$ cat config.mk
export PLATFORM = sky130hd
export DESIGN_NAME = uart_mmio_flat
export DESIGN_NICKNAME = d
export VERILOG_FILES = /design/src/rtl/uart_pkg.sv /design/src/rtl/uart_mmio_if.sv /design/src/rtl/sync_fifo.sv /design/src/rtl/uart_mmio.sv /design/src/flat_wrapper.sv
export SDC_FILE = /design/constraint.sdc
export NUM_CORES = 1
export LEC_CHECK = 0
export CAP_MARGIN = 25
export CORE_UTILIZATION = 45
export DETAILED_ROUTE_END_ITERATION = 12
export DONT_BUFFER_PORTS = 1
export SLEW_MARGIN = 20
export SYNTH_ARGS = -nofsm -noshare
export SYNTH_HDL_FRONTEND = slang
export SYNTH_SLANG_ARGS = --single-unit
$ cat constraint.sdc
create_clock -name clk -period 2.55 [get_ports clk]
set_input_delay 0.1275 -clock clk [delete_from_list [all_inputs] [get_ports clk]]
set_output_delay 0.1275 -clock clk [all_outputs]
set_load 0.02 [all_outputs]
$ cat src/rtl/uart_pkg.sv
// Shared constants, TX state type and byte-merge helper for the uart_mmio register front end.
package uart_pkg;

    localparam logic [31:0] OFF_DATA    = 32'h0000_0000;
    localparam logic [31:0] OFF_IER     = 32'h0000_0004;
    localparam logic [31:0] OFF_STATUS  = 32'h0000_0005;
    localparam logic [31:0] OFF_CLKFREQ = 32'h0000_0100;

    localparam int ST_RX_AVAIL = 0;
    localparam int ST_TX_FULL  = 1;
    localparam int ST_OVERRUN  = 2;
    localparam int ST_TX_IDLE  = 5;
    localparam int ST_BUSY     = 6;

    typedef enum logic [1:0] {
        IDLE  = 2'd0,
        SEND  = 2'd1,
        GUARD = 2'd2
    } tx_state_t;

    function automatic logic [31:0] merge_bytes(input logic [31:0] old_val,
                                                input logic [31:0] new_val,
                                                input logic [3:0]  mask);
        logic [31:0] res;
        res = old_val;
        for (int i = 0; i < 4; i++) begin
            if (mask[i]) begin
                res[8*i +: 8] = new_val[8*i +: 8];
            end else begin
                res[8*i +: 8] = old_val[8*i +: 8];
            end
        end
        return res;
    endfunction

endpackage

$ cat src/rtl/uart_mmio_if.sv
// Core data-bus port of uart_mmio: the core drives address/strobes, the block returns read_data/hit.
interface uart_mmio_if;
    logic [31:0] address;
    logic [31:0] write_data;
    logic [3:0]  write_mask;
    logic        write_enable;
    logic        read_enable;
    logic [31:0] read_data;
    logic        hit;

    modport master (output address, write_data, write_mask, write_enable, read_enable,
                    input  read_data, hit);
    modport slave  (input  address, write_data, write_mask, write_enable, read_enable,
                    output read_data, hit);
endinterface

$ cat src/rtl/sync_fifo.sv
// Synchronous FIFO with occupancy count; a push into a full FIFO only lands when a pop happens the same cycle.
module sync_fifo #(
    parameter int WIDTH = 8,
    parameter int DEPTH = 8
) (
    input  logic                     clk,
    input  logic                     rst_n,
    input  logic                     push,
    input  logic                     pop,
    input  logic [WIDTH-1:0]         din,
    output logic [WIDTH-1:0]         dout,
    output logic                     full,
    output logic                     empty,
    output logic [$clog2(DEPTH):0]   count
);
    localparam int AW = $clog2(DEPTH);
    localparam logic [AW:0] FULL_CNT = (AW+1)'(DEPTH);

    logic [WIDTH-1:0] r_mem [DEPTH];
    logic [AW-1:0]    r_wr_ptr;
    logic [AW-1:0]    r_rd_ptr;
    logic [AW:0]      r_count;
    logic             w_do_pop;
    logic             w_do_push;

    assign empty     = (r_count == '0);
    assign full      = (r_count == FULL_CNT);
    assign count     = r_count;
    assign dout      = r_mem[r_rd_ptr];
    assign w_do_pop  = pop & ~empty;
    assign w_do_push = push & (~full | w_do_pop);

    // Storage array, written on accepted pushes only.
    always_ff @(posedge clk) begin
        if (w_do_push) begin
            r_mem[r_wr_ptr] <= din;
        end
    end

    // Pointers and occupancy count.
    always_ff @(posedge clk or negedge rst_n) begin
        if (!rst_n) begin
            r_wr_ptr <= '0;
            r_rd_ptr <= '0;
            r_count  <= '0;
        end else begin
            if (w_do_push) begin
                r_wr_ptr <= r_wr_ptr + {{(AW-1){1'b0}}, 1'b1};
            end
            if (w_do_pop) begin
                r_rd_ptr <= r_rd_ptr + {{(AW-1){1'b0}}, 1'b1};
            end
            case ({w_do_push, w_do_pop})
                2'b10:   r_count <= r_count + {{AW{1'b0}}, 1'b1};
                2'b01:   r_count <= r_count - {{AW{1'b0}}, 1'b1};
                default: r_count <= r_count;
            endcase
        end
    end
endmodule

$ cat src/rtl/uart_mmio.sv
// Memory-mapped UART front end: DATA/STATUS/CLKFREQ registers, TX and RX byte FIFOs, TX launch FSM.
// Optional feature macro: UART_MMIO_IRQ_EN adds the IER register and the registered irq output.
module uart_mmio
    import uart_pkg::*;
#(
    parameter logic [31:0] BASE_ADDR     = 32'h1001_0000,
    parameter int          TX_DEPTH      = 8,
    parameter int          RX_DEPTH      = 8,
    parameter logic [31:0] CLKFREQ_RESET = 32'h0000_ffc0
) (
    input  logic              clk,
    input  logic              rst,
    uart_mmio_if.slave        bus,
    output logic [7:0]        uart_data,
    output logic              uart_write_enable,
    input  logic              uart_busy,
    input  logic [7:0]        uart_rx_data,
    input  logic              uart_rx_valid,
    output logic [31:0]       clk_frequency
`ifdef UART_MMIO_IRQ_EN
    ,
    output logic              irq
`endif
);
    logic                       w_hit_data, w_hit_status, w_hit_clk, w_addr_ier;
    logic                       w_tx_push, w_tx_pop, w_tx_full, w_tx_empty, w_tx_idle;
    logic                       w_rx_pop, w_rx_full, w_rx_empty, w_rx_avail;
    logic                       w_ovr_set, w_ovr_clr;
    logic [7:0]                 w_tx_dout, w_rx_dout;
    logic [$clog2(TX_DEPTH):0]  w_tx_count;
    logic [$clog2(RX_DEPTH):0]  w_rx_count;
    logic [31:0]                w_status, w_read_data;
    logic                       w_hit;
    tx_state_t                  r_state;
    logic [7:0]                 r_uart_data;
    logic                       r_uart_we;
    logic                       r_overrun;
    logic [31:0]                r_clkfreq;

    assign w_hit_data   = (bus.address == BASE_ADDR + OFF_DATA);
    assign w_hit_status = (bus.address == BASE_ADDR + OFF_STATUS);
    assign w_hit_clk    = (bus.address == BASE_ADDR + OFF_CLKFREQ);
    assign w_addr_ier   = (bus.address == BASE_ADDR + OFF_IER);

    assign w_tx_push  = bus.write_enable & bus.write_mask[0] & w_hit_data;
    assign w_tx_pop   = (r_state == IDLE) & ~w_tx_empty & ~uart_busy;
    assign w_tx_idle  = (w_tx_count == '0) & (r_state == IDLE) & ~uart_busy;
    assign w_rx_avail = (w_rx_count != '0);
    assign w_rx_pop   = bus.read_enable & w_hit_data & ~w_rx_empty;
    // A pop in the same cycle frees the slot, so only an unmatched push into a full FIFO is an overrun.
    assign w_ovr_set  = uart_rx_valid & w_rx_full & ~w_rx_pop;
    assign w_ovr_clr  = bus.read_enable & w_hit_status;

    sync_fifo #(.WIDTH(8), .DEPTH(TX_DEPTH)) u_tx_fifo (
        .clk(clk), .rst_n(rst), .push(w_tx_push), .pop(w_tx_pop), .din(bus.write_data[7:0]),
        .dout(w_tx_dout), .full(w_tx_full), .empty(w_tx_empty), .count(w_tx_count)
    );

    sync_fifo #(.WIDTH(8), .DEPTH(RX_DEPTH)) u_rx_fifo (
        .clk(clk), .rst_n(rst), .push(uart_rx_valid), .pop(w_rx_pop), .din(uart_rx_data),
        .dout(w_rx_dout), .full(w_rx_full), .empty(w_rx_empty), .count(w_rx_count)
    );

`ifdef UART_MMIO_IRQ_EN
    logic [1:0] r_ier;
    logic       r_irq;

    // IER register and registered interrupt request.
    always_ff @(posedge clk or negedge rst) begin
        if (!rst) begin
            r_ier <= 2'b00;
            r_irq <= 1'b0;
        end else begin
            if (bus.write_enable & bus.write_mask[0] & w_addr_ier) begin
                r_ier <= bus.write_data[1:0];
            end
            r_irq <= (r_ier[0] & w_rx_avail) | (r_ier[1] & w_tx_idle) | (r_ier[0] & r_overrun);
        end
    end
    assign irq = r_irq;
`endif

    // STATUS word assembled from package bit indices.
    always_comb begin
        w_status              = 32'h0;
        w_status[ST_RX_AVAIL] = w_rx_avail;
        w_status[ST_TX_FULL]  = w_tx_full;
        w_status[ST_OVERRUN]  = r_overrun;
        w_status[ST_TX_IDLE]  = w_tx_idle;
        w_status[ST_BUSY]     = uart_busy;
    end

    // Combinational read mux and address-hit decode.
    always_comb begin
        w_read_data = 32'h0;
        w_hit       = 1'b0;
        if (w_hit_data) begin
            w_hit       = 1'b1;
            w_read_data = w_rx_empty ? 32'h0 : {24'h0, w_rx_dout};
        end else if (w_hit_status) begin
            w_hit       = 1'b1;
            w_read_data = w_status;
        end else if (w_hit_clk) begin
            w_hit       = 1'b1;
            w_read_data = r_clkfreq;
        end else if (w_addr_ier) begin
`ifdef UART_MMIO_IRQ_EN
            w_hit       = 1'b1;
            w_read_data = {30'h0, r_ier};
`else
            w_hit       = 1'b0;
            w_read_data = 32'h0;
`endif
        end else begin
            w_hit       = 1'b0;
            w_read_data = 32'h0;
        end
    end

    assign bus.read_data = w_read_data;
    assign bus.hit       = w_hit;

    // Sticky overrun flag; a same-cycle set beats the read clear.
    always_ff @(posedge clk or negedge rst) begin
        if (!rst) begin
            r_overrun <= 1'b0;
        end else if (w_ovr_set) begin
            r_overrun <= 1'b1;
        end else if (w_ovr_clr) begin
            r_overrun <= 1'b0;
        end else begin
            r_overrun <= r_overrun;
        end
    end

    // CLKFREQ register with per-byte write enables.
    always_ff @(posedge clk or negedge rst) begin
        if (!rst) begin
            r_clkfreq <= CLKFREQ_RESET;
        end else if (bus.write_enable & w_hit_clk) begin
            r_clkfreq <= merge_bytes(r_clkfreq, bus.write_data, bus.write_mask);
        end else begin
            r_clkfreq <= r_clkfreq;
        end
    end

    // TX launch FSM; GUARD covers the cycle before the serializer raises busy.
    always_ff @(posedge clk or negedge rst) begin
        if (!rst) begin
            r_state     <= IDLE;
            r_uart_data <= 8'hff;
            r_uart_we   <= 1'b0;
        end else begin
            case (r_state)
                IDLE: begin
                    if (w_tx_pop) begin
                        r_state     <= SEND;
                        r_uart_data <= w_tx_dout;
                        r_uart_we   <= 1'b1;
                    end else begin
                        r_uart_we   <= 1'b0;
                    end
                end
                SEND: begin
                    r_state   <= GUARD;
                    r_uart_we <= 1'b0;
                end
                GUARD: begin
                    r_state   <= IDLE;
                    r_uart_we <= 1'b0;
                end
                default: begin
                    r_state   <= IDLE;
                    r_uart_we <= 1'b0;
                end
            endcase
        end
    end

    assign uart_data         = r_uart_data;
    assign uart_write_enable = r_uart_we;
    assign clk_frequency     = r_clkfreq;
endmodule

$ cat src/flat_wrapper.sv
// flat-port wrapper written by rule: the top's interface ports become plain ports
module uart_mmio_flat import uart_pkg::*;
#(
    parameter logic [31:0] BASE_ADDR     = 32'h1001_0000,
    parameter int          TX_DEPTH      = 8,
    parameter int          RX_DEPTH      = 8,
    parameter logic [31:0] CLKFREQ_RESET = 32'h0000_ffc0
)
  (clk, rst, uart_data, uart_write_enable, uart_busy, uart_rx_data, uart_rx_valid, clk_frequency, bus_address, bus_write_data, bus_write_mask, bus_write_enable, bus_read_enable, bus_read_data, bus_hit);
  uart_mmio_if bus_i ();
  input  logic clk;
  input  logic rst;
  output logic [7:0] uart_data;
  output logic uart_write_enable;
  input  logic uart_busy;
  input  logic [7:0] uart_rx_data;
  input  logic uart_rx_valid;
  output logic [31:0] clk_frequency;
  input wire logic [$bits(bus_i.address)-1:0] bus_address;
  input wire logic [$bits(bus_i.write_data)-1:0] bus_write_data;
  input wire logic [$bits(bus_i.write_mask)-1:0] bus_write_mask;
  input wire logic [$bits(bus_i.write_enable)-1:0] bus_write_enable;
  input wire logic [$bits(bus_i.read_enable)-1:0] bus_read_enable;
  output wire logic [$bits(bus_i.read_data)-1:0] bus_read_data;
  output wire logic [$bits(bus_i.hit)-1:0] bus_hit;
  assign bus_i.address = bus_address;
  assign bus_i.write_data = bus_write_data;
  assign bus_i.write_mask = bus_write_mask;
  assign bus_i.write_enable = bus_write_enable;
  assign bus_i.read_enable = bus_read_enable;
  assign bus_read_data = bus_i.read_data;
  assign bus_hit = bus_i.hit;
  uart_mmio #(.BASE_ADDR(BASE_ADDR), .TX_DEPTH(TX_DEPTH), .RX_DEPTH(RX_DEPTH), .CLKFREQ_RESET(CLKFREQ_RESET)) u_core (.clk(clk), .rst(rst), .bus(bus_i), .uart_data(uart_data), .uart_write_enable(uart_write_enable), .uart_busy(uart_busy), .uart_rx_data(uart_rx_data), .uart_rx_valid(uart_rx_valid), .clk_frequency(clk_frequency));
endmodule
==> summary.md <==
| Metric | Value |
|---|---|
| CP required | `2.42 ns` |
| Row count | `49` |
| Pwr dens | `832 nW/um^2` |
| CTS clk-pin slew, worst paths | `0.07 ns` |
| Gpl congestion | `0.780` |
| Clock skew | `0.0111 ns` |
| Worst Hold Class | `in -> reg` |
| Mux cell area share after synthesis | `17.6%` |
| Final period util | `93.7%` |
| Async SR Flop Fraction | `33.3%` |
| Die Height | `138 um` |
| Design area | `9940 um^2` |
| Layout area overhead | `19.1%` |
| Outcome | `complete, but fails checks` |
| Sequential element share of the synthesized area | `65.5%` |
| Fill count | `1434` |
| Final core area utilization | `55.0%` |
| Crit path max fanout | `8` |
| Yosys reg bits | `192` |
| Vias in the first global route | `4636` |
| Worst vdd ir | `0.000718 V` |
| CP Launch Type | `flip-flop` |
| DR WL met2 | `9.25 mm` |
| Yosys Warn Count | `0` |
| Cells after Synth | `491` |
| Placed cells | `734` |
| First-pass GRT wire length | `27.2 mm` |
| Max Cap Viol | `0` |
| Worst-Skew Late Latency | `0.43 ns` |
| Measured slew at the worst slew-check pin | `0.858 ns` |
| Share of cells above drive strength 1 | `30.5%` |
| Syn Area/Cell | `17.0 um^2` |
| LEAKAGE | `3.71 nW` |
| Area share of the largest cell type after synthesis | `46.0%` |
| DIE WIDTH | `138 um` |
| Max_slew headroom | `42.6%` |
| Synth Area in Simple Gates | `10.5%` |
| Via-to-Cell Ratio | `5.43` |
| Core area | `18100 um^2` |
| Grt total ovfl | `0` |
| Yosys cell types | `47` |
| Total GRT Usage | `18.9%` |
| WL met1 | `6.98 mm` |
| Final setup fails | `0` |
| DR vias | `4415` |
| I/O Buffers | `0` |
| Hpwl dp | `11.5 mm` |
| Adder-cell share of the synthesized area | `1.29%` |
| Clock sink count | `192` |
| Initial antenna violation count | `0` |
| Net Count, Synth | `581` |
| IO Count | `156` |
| Primary FF master, synth | `edfxtp_1` |
| Post-Route WL | `17.1 mm` |
| Clock buffer depth | `2` |
| WS Path Type | `reg -> out` |
| Largest net degree at the start of global routing | `65` |
| Post-synthesis cell area | `8350 um^2` |
| Crit path arrival time | `2.26 ns` |
| H-tree Lvls | `4` |
| Net count, final | `661` |
| Post-CTS setup buffer count | `0` |
| Worst setup EP type | `output pin` |
| Die ar. | `19100 um^2` |
| Post-synthesis compound-gate area fraction | `2.62%` |
| CTS tree | `yes` |
| Main combinational cell family by area after synthesis | `multiplexers` |
| Highest Signal Layer | `met4` |
| FMAX | `418 MHz` |
| Max-slew violation count | `0` |
| Failing checks | `design-rule violations` |
| Final min period | `2.39 ns` |
| Post-DR wirelength/cell | `21.0 um` |
| # diodes | `0` |
| Post-synth EDFFs | `128` |
| Initial Utilization | `46.2%` |
| Post-placement cell area | `8820 um^2` |
| RSZ-0062 raised after global routing | `false` |
| CTS Root Cell | `clkbuf_16` |
| Met3 routed WL | `524 um` |
| Post-synthesis xor/xnor area fraction | `1.26%` |
| Cts bufs inserted | `17` |
| Antenna-violating nets left | `0` |
| DRT iter0 DRCs | `246` |
| Synth area leader | `edfxtp_1` |
| Post-Layout Cell Count | `813` |
| Residual DRC count | `3` |
| Top post-synthesis cells by area | `edfxtp_1, dfrtp_1, mux4_2` |
| Hold Violations, Final | `0` |
| Drt first pass iters | `11` |
where the power goes:
group,internal (mW),total (mW),switching [mW]
registers,3.73,4.18,0.450
clock network,1.58,2.72,1.15
logic,0.741,1.37,0.629
per-stage QoR:
step	total power, mW	hold slack (ns)	TNS, ns	setup slack, ns
2_1_floorplan	5.15	-0.168	-0.489	-0.0293
5_1_grt	8.63	0.0160	0	0.0142
6_report	8.27	0.0257	0	0.160
3_3_place_gp	5.43	-0.166	0	0.174
4_1_cts	8.35	0.00261	0	0.131
3_5_place_dp	5.50	-0.166	0	0.107
cells by family (layout without fill, tap and decap cells):
kind of cell,Yosys count,after routing
AOI/OAI and AO/OA,35,35
muxes,90,90
xor gates and xnor gates,12,12
and+or+nand+nor,128,128
DFF,192,192
adders and majority gates,8,8
buffers and inverters,26,119
layout by cell type, fill, tap and decap left out, types with 3 or more instances in the layout:
cell type / n
a21oi_1: 12
nor4_4: 4
buf_4: 36
nor3_1: 13
nand3_4: 4
nor3_4: 3
and2_1: 24
clkbuf_16: 22
clkinv_2: 3
xnor2_1: 9
a32oi_1: 3
dfrtp_1: 44
nor4b_1: 3
mux2_4: 32
nand3_1: 11
ha_1: 7
inv_1: 4
mux4_2: 32
mux2i_1: 20
xor2_1: 3
o21ai_0: 8
nor2_1: 26
dlygate4sd3_1: 46
mux2_2: 6
edfxtp_1: 128
dfstp_2: 18
or3_1: 5
nand2_1: 18
layer usage:
metal,vias up,track usage (%)
li1,2056,-
met1,2250,23.4
met2,84,33.1
met3,25,3.88
met4,0,6.98
met5,-,0
layout make-up:
type	instances	area [um^2]	area share [%]
flip-flops and latches	192	5470	55.0
well taps	229	287	2.88
repair buffers	83	758	7.63
clock inverters	8	56.3	0.566
inverters	4	15.0	0.151
clock buffers	24	568	5.71
multi-input cells	273	2790	28.0
critical path, stage by stage (launching register included):
cell and delay, ns:
dfrtp_1 0.46, or4_1 0.61, nand3_1 0.31, o21ai_0 0.25, buf_4 0.21
sequential cells by signal, summed over array words and instances (netlist names), 4 cells and up:
signal / count
u_core.clk_frequency: 32
u_core.u_rx_fifo.r_mem: 64
u_core.u_rx_fifo.count: 4
u_core.u_tx_fifo.count: 4
u_core.u_tx_fifo.r_mem: 64
u_core.uart_data: 8
timing repair:
item	4_1_cts	5_1_grt
hold buffers	47	0
resized for setup	2	1
pin swaps	0	0
hold endpoints to repair	231	0
endpoints found under the setup margin	2	1
final timing paths:
check | from | end | slack [ns] | cells after the start
max | u_core.u_rx_fifo.count[1] | bus_read_data[2] | 0.16 | 4
min | uart_rx_valid | u_core.u_rx_fifo.count[1] | 0.03 | 2
max reg2reg | u_core.r_state[1] | u_core.u_tx_fifo.count[3] | 0.18 | 10
min reg2reg | u_core.r_state[1] | u_core.r_state[1] | 0.46 | 1
max in group asynchronous | rst | u_core.clk_frequency[13] | 1.97 | 2
min in group asynchronous | rst | u_core.u_tx_fifo.count[2] | 0.25 | 2
cells in the mapped netlist, types with 5 or more instances:
master / n
mux2_4: 32
nand2_1: 18
o21ai_0: 9
dfstp_2: 18
or3_1: 5
nor3_1: 13
xnor2_1: 9
ha_1: 7
buf_1: 6
and2_1: 24
edfxtp_1: 128
clkbuf_1: 10
mux2_2: 6
mux2i_1: 20
nor2_1: 26
nand3_1: 11
a21oi_1: 12
dfrtp_1: 46
buf_2: 6
mux4_2: 32
(Power assumes the default switching activity.)
